===== config.mk =====
export PLATFORM = sky130hd
export DESIGN_NAME = serial_add_ctrl
export DESIGN_NICKNAME = d
export VERILOG_FILES = /design/src/rtl/serial_add_ctrl.sv
export SDC_FILE = /design/constraint.sdc
export NUM_CORES = 1
export LEC_CHECK = 0
export ABC_AREA = 1
export CAP_MARGIN = 20
export CELL_PAD_IN_SITES_DETAIL_PLACEMENT = 1
export CELL_PAD_IN_SITES_GLOBAL_PLACEMENT = 1
export CORE_ASPECT_RATIO = 1.5
export CORE_MARGIN = 3
export CORE_UTILIZATION = 41
export DETAILED_ROUTE_END_ITERATION = 10
export PLACE_DENSITY = 0.9
export RECOVER_POWER = 50
export SLEW_MARGIN = 20
export SYNTH_ARGS = -nofsm -noshare
export SYNTH_HDL_FRONTEND = slang
export SYNTH_SLANG_ARGS = --single-unit

===== constraint.sdc =====
create_clock -name clk -period 2.6 [get_ports clk]
set_input_delay 0.78 -clock clk [delete_from_list [all_inputs] [get_ports clk]]
set_output_delay 0.78 -clock clk [all_outputs]
set_load 0.01 [all_outputs]

===== src/rtl/serial_add_ctrl.sv =====
// serial_add_ctrl
//   Bit-serial adder with a small IDLE/RUN/DONE controller. Computes
//   a + b + cin one bit per clock, LSB first, with a single full-adder cell
//   and a carry flop. An operation takes WIDTH+1 cycles: WIDTH RUN cycles
//   followed by one DONE cycle.
//
//   Handshake: start is a level request sampled only in IDLE. The edge that
//   samples it captures a/b/cin. start seen in RUN or DONE is dropped, not
//   queued. done is a one-cycle pulse, and sum/cout are valid while it is
//   high. sum/cout then hold until the end of the next operation.
//
// Ports
//   clk   : clock, rising edge
//   rst   : asynchronous active-high reset
//   start : request to begin an addition (sampled in IDLE)
//   a, b  : operands, WIDTH bits
//   cin   : carry into bit 0
//   sum   : registered result, low WIDTH bits of a+b+cin
//   cout  : registered carry out of the MSB
//   busy  : high exactly while in RUN
//   done  : high exactly while in DONE
module serial_add_ctrl #(
    parameter int WIDTH = 8
) (
    input  logic             clk,
    input  logic             rst,
    input  logic             start,
    input  logic [WIDTH-1:0] a,
    input  logic [WIDTH-1:0] b,
    input  logic             cin,
    output logic [WIDTH-1:0] sum,
    output logic             cout,
    output logic             busy,
    output logic             done
);

    // One extra counter bit so the count can reach WIDTH without wrapping.
    localparam int CW = $clog2(WIDTH) + 1;

    typedef enum logic [1:0] {
        IDLE = 2'd0,
        RUN  = 2'd1,
        DONE = 2'd2
    } state_t;

    state_t           state;
    state_t           state_nxt;
    logic [WIDTH-1:0] a_sr;
    logic [WIDTH-1:0] b_sr;
    logic [WIDTH-1:0] res_sr;
    logic             carry;
    logic [CW-1:0]    cnt;

    logic             fa_s;
    logic             fa_c;
    logic             last_bit;

    // The single full-adder cell. It works on the operand LSBs and the carry flop.
    assign fa_s     = a_sr[0] ^ b_sr[0] ^ carry;
    assign fa_c     = (a_sr[0] & b_sr[0]) | (carry & (a_sr[0] ^ b_sr[0]));
    assign last_bit = (cnt == CW'(WIDTH - 1));

    // State register
    always_ff @(posedge clk or posedge rst) begin
        if (rst) begin
            state <= IDLE;
        end else begin
            state <= state_nxt;
        end
    end

    // Next-state logic
    always_comb begin
        state_nxt = state;
        case (state)
            IDLE: if (start) state_nxt = RUN;
            RUN:  if (last_bit) state_nxt = DONE;
            DONE: state_nxt = IDLE;
            default: state_nxt = IDLE;
        endcase
    end

    // Datapath
    always_ff @(posedge clk or posedge rst) begin
        if (rst) begin
            a_sr   <= '0;
            b_sr   <= '0;
            res_sr <= '0;
            carry  <= 1'b0;
            cnt    <= '0;
            sum    <= '0;
            cout   <= 1'b0;
        end else begin
            case (state)
                IDLE: begin
                    if (start) begin
                        a_sr  <= a;
                        b_sr  <= b;
                        carry <= cin;
                        cnt   <= '0;
                    end
                end
                RUN: begin
                    // Sum bits enter at the MSB. After WIDTH shifts, bit 0 has
                    // reached the LSB position.
                    res_sr <= {fa_s, res_sr[WIDTH-1:1]};
                    a_sr   <= {1'b0, a_sr[WIDTH-1:1]};
                    b_sr   <= {1'b0, b_sr[WIDTH-1:1]};
                    carry  <= fa_c;
                    cnt    <= cnt + CW'(1);
                    // The visible result changes only here. It stays stable
                    // through the next operation's RUN phase.
                    if (last_bit) begin
                        sum  <= {fa_s, res_sr[WIDTH-1:1]};
                        cout <= fa_c;
                    end
                end
                default: ;
            endcase
        end
    end

    assign busy = (state == RUN);
    assign done = (state == DONE);

endmodule

**Yosys cells after proc, flatten, opt, wreduce, memory -nomap -nowiden**

Cells that the tools add are included.

- Word-level logic and storage cells: 35
- Flip-flop bits (word level): 40

- Add/subtract/negate cells: 1
- Bitwise logic cells: 5
- Muxes and demuxes: 11
- Reductions and logical operators: 5
- Equality and inequality tests: 5

Operators with widths:

| kind | count |
|---|---|
| 8-bit case mux with 2 select lines | 2 |
| 8-bit two-way mux | 2 |
| 4-bit case mux with 2 select lines | 1 |
| 2-bit AND reduction | 3 |
| 4-bit by 1-bit adder with 4-bit output, second input constant | 1 |
| 4-bit by 3-bit equality test with 1-bit output, second input constant | 1 |
| 2-bit two-way mux | 2 |
| 4-bit two-way mux | 1 |
| 2-bit case mux with 2 select lines | 1 |
| 1-bit bitwise AND | 2 |
| 2-bit by 1-bit equality test with 1-bit output, second input constant | 1 |
| 2-bit equality test, second input constant | 1 |
| 2-bit logical NOT | 1 |
| 2-bit by 1-bit != test with 1-bit output, second input constant | 1 |
| 2-bit != test, second input constant | 1 |
| 1-bit case mux with 2 select lines | 1 |
| 2-bit nonzero test | 1 |
| 1-bit bitwise XOR | 2 |
| 1-bit two-way mux | 1 |
| 1-bit bitwise OR | 1 |

**Logic depth before layout (Yosys ltp)**

- Word-level depth: 4
- Mapped depth: 7

**Worst setup path before layout**

No wires, ideal clock.

- Path type: register to output
- From: register state[1]
- To: output port busy
- Stages on the path, launching flop included: 5
- Data required time: 1820 ps
- Path buffers: 1
- Path slack: 1049 ps
- Data arrival time: 771 ps
- Cells stage by stage: dfrtp_1 > inv_2 > nand2_2 > inv_2 > buf_2

- Cells in the longest elaborated chain, start to end: 1

RTL lines:

| item | RTL line | text |
|---|---|---|
| from (decl) | 46 | `state_t state;` |
| from (signal assigned) | 68 | `state <= state_nxt;` |
| 2-bit by 1-bit equality test with 1-bit output | 123 | `assign busy = (state == RUN);` |
| to (decl) | 33 | `output logic busy,` |

Every way passes these cells.

**Worst setup path in the final report**

Ends and elaborated chain as after synthesis.

==> flow_metrics.env <==
export IMPL_run_status="finished, final reports clean"
export IMPL_synth_top_cell_by_area="dfrtp_1"
export IMPL_coreArea_um2=3990
export IMPL_power_density_nw_per_um2=1090
export IMPL_synthDominantCellAreaShare=0.571
export IMPL_cts_tree="yes"
export IMPL_io_buffers=30
export IMPL_timing_final_crit_share=0.871
export IMPL_rr_endpoint="sum[7]$_DFFE_PP0P_"
export IMPL_maxSlewHeadroom=0.105
export IMPL_dp_cells=265
export IMPL_insertion_delay_ns=0.29
export IMPL_finalSetupViolCount=0
export IMPL_syn_to_final_growth_pct=23.4
export IMPL_viasPerCell=5.28
export IMPL_die_area_um2=5000
export IMPL_ir_worst_vdd_uv=724
export IMPL_drv_cap=0
export IMPL_drt_drc_violations_left=0
export IMPL_root_buffer="clkbuf_8"
export IMPL_hold_viol=0
export IMPL_r2r_start="state[1]$_DFFE_PP0P_"
export IMPL_grt_max_degree=40
export IMPL_gp_congestion=0.743
export IMPL_cts_hold_buf=0
export IMPL_power_w=0.00230
export IMPL_htreeDepth=2
export IMPL_cp_max_fo=3
export IMPL_grt_pass1_vias=1503
export IMPL_grt_pass1_wl_mm=6.78
export IMPL_fmax_mhz=441
export IMPL_clkSinkCount=39
export IMPL_rrSetupSlack_ns=0.51
export IMPL_antennaDiodeCount=0
export IMPL_p_sw_w=0.000887
export IMPL_cts_buffers=5
export IMPL_syn_cell_area_um2=1710
export IMPL_overflow=0
export IMPL_yosysUniqueCellTypes=20
export IMPL_avgSynthCellArea_um2=8.73
export IMPL_intPower_w=0.00141
export IMPL_tightest_slew_ns=1.34
export IMPL_die_w_um=58.7
export IMPL_path_clk_slew_ns=0.08
export IMPL_finClkSkew_ns=0.00645
export IMPL_fin_cells=273
export IMPL_layout_drive_gt1_share=0.0658
export IMPL_ys_top_cells_by_area="dfrtp_1 57%, nand3_1 16%, nand2_1 16%, buf_2 1.8%, fa_1 1.2%"
export IMPL_synth_nets=218
export IMPL_slew_violations=0
export IMPL_critPathRequiredTime_ns=1.82
export IMPL_clk_path_buf_depth=2
export IMPL_io_pins=31
export IMPL_crit_path_start_kind="flip-flop"
export IMPL_p_leak_nw=1.04
export IMPL_yosys_warnings=0
export IMPL_dr_pass1_iters=4
export IMPL_final_fill_count=481
export IMPL_rsz0062_at_grt="no"
export IMPL_pwr_share_comb=0.377
export IMPL_vias=1442
export IMPL_cts_resized=0
export IMPL_final_setup_tns_ns=0
export IMPL_pwr_share_clk=0.174
export IMPL_die_h_um=85.1
export IMPL_worstSetupPathType="flip-flop to output pin"
export IMPL_fin_nets=249
export IMPL_grt_use_total=0.175
export IMPL_cp_data_arrival_time_ns=1.49
export IMPL_wl_per_cell_um=13.7
export IMPL_hp_class="flip-flop to flip-flop"
export IMPL_drtAntennaViolNets=0
export IMPL_period_needed_ns=2.27
export IMPL_r2r_cells=7
export IMPL_final_seq_area_um2=976
export IMPL_min_from="res_sr[1]$_DFFE_PP0P_"
export IMPL_worstHoldEndpoint="sum[0]$_DFFE_PP0P_"
export IMPL_routed_wl_mm=3.75
export IMPL_dr_first_iter_drc_count=39
export IMPL_synth_cells=196
export IMPL_sw_frac_of_total=0.386
export IMPL_crit_path_end_kind="output pin"
export IMPL_hold_depth=2
export IMPL_synth_seq_cells=39
export IMPL_place_detailed_hpwl_mm=2.61
export IMPL_postCtsSetupRepairBufs=0
export IMPL_antenna_found_initial=0
export IMPL_multi_input_area_um2=648
export IMPL_seq_area_frac_synth=0.571
export IMPL_start_util=0.428
export IMPL_std_cell_rows=28
export IMPL_pwr_share_seq=0.449
## routing by layer
layer / up-vias / GRT usage / share of wire
li1: 697 / - / -
met1: 702 / 0.204 / 0.42
met2: 36 / 0.301 / 0.52
met3: 7 / 0.0411 / 0.037
met4: 0 / 0.0742 / 0.020
met5: - / 0 / 0
## cell type report
class	count	share of cell area
clock buffer	5	0.0326
clock inverter	3	0.00711
inverter	5	0.00889
multi-input combinational	141	0.307
sequential	39	0.462
tap	45	0.0267
timing repair buffer	35	0.155
## worst max-delay path by stage
stage | startpoint | slack (ns) | depth (start not counted) | end
floorplan | rst | 0.93 | 1 | a_sr[0]$_DFFE_PP0P_
global placement | start | 0.65 | 6 | b_sr[7]$_DFFE_PP0P_
detailed placement | start | 0.59 | 6 | a_sr[7]$_DFFE_PP0P_
CTS | state[1]$_DFFE_PP0P_ | 0.36 | 4 | busy
global route | state[1]$_DFFE_PP0P_ | 0.22 | 7 | sum[0]$_DFFE_PP0P_
finish | state[1]$_DFFE_PP0P_ | 0.33 | 4 | busy
## state kept, by name, indices dropped and copies added (netlist names)
| register | count |
|---|---|
| cnt | 4 |
| b_sr | 8 |
| state | 2 |
| res_sr | 7 |
| cout | 1 |
| carry | 1 |
| sum | 8 |
| a_sr | 8 |
## cells in the final DEF (no fill, tap or decap), drive strengths merged
cell	synthesis	layout
ha	1	1
clkinv	0	3
clkbuf	2	8
buf	9	2
nand2	73	73
o21ai	5	5
dfrtp	39	39
nand4	1	1
fa	1	1
inv	5	5
nor2	6	6
dlygate4sd3	0	1
nand3	54	54
clkdlybuf4s50	0	29
## kinds of logic (layout without fill, tap and decap cells)
logic type / Yosys count / after routing / share of synthesized area
adders and majority gates: 2 / 2 / 0.0190
DFF: 39 / 39 / 0.571
and+or+nand+nor: 134 / 134 / 0.347
buffers and inverters: 16 / 48 / 0.0490
AOI/OAI and AO/OA: 5 / 5 / 0.0146
## worst max-delay path, stage by stage, from the launching register on
cell	delay, ns
dfrtp_1	0.40
inv_1	0.11
nand2_1	0.09
inv_2	0.07
clkdlybuf4s50_1	0.52
## cell usage after synthesis
cell type / n
nor2_4: 1
o21ai_0: 1
nand4_1: 1
buf_4: 2
nor2_1: 4
nand2_4: 1
fa_1: 1
nand2_1: 71
inv_1: 3
dfrtp_1: 39
clkbuf_2: 1
ha_1: 1
buf_2: 6
buf_6: 1
clkbuf_1: 1
o21ai_1: 4
nand3_1: 54
nand2_2: 1
nor2_2: 1
inv_2: 2
## stage by stage
stage	setup slack, ns	cell area, um^2	hold slack (ns)	utilization
floorplan	0.931	1710	0.442	-
global placement	0.646	2040	0.451	0.511
detailed placement	0.586	2040	0.465	0.511
CTS	0.365	2120	0.486	0.532
global route	0.218	2110	0.496	0.529
finish	0.335	2110	0.481	0.529
## power by group through the flow
stage	Clock, W	Combinational [W]	Sequential [W]
CTS	0.000414	0.000898	0.00103
finish	0.000399	0.000866	0.00103
global placement	0	0.000855	0.00103
floorplan	0	0.000582	0.00103
detailed placement	0	0.000895	0.00104
global route	0.000439	0.000997	0.00107
Power figures use the tool's default switching activity.
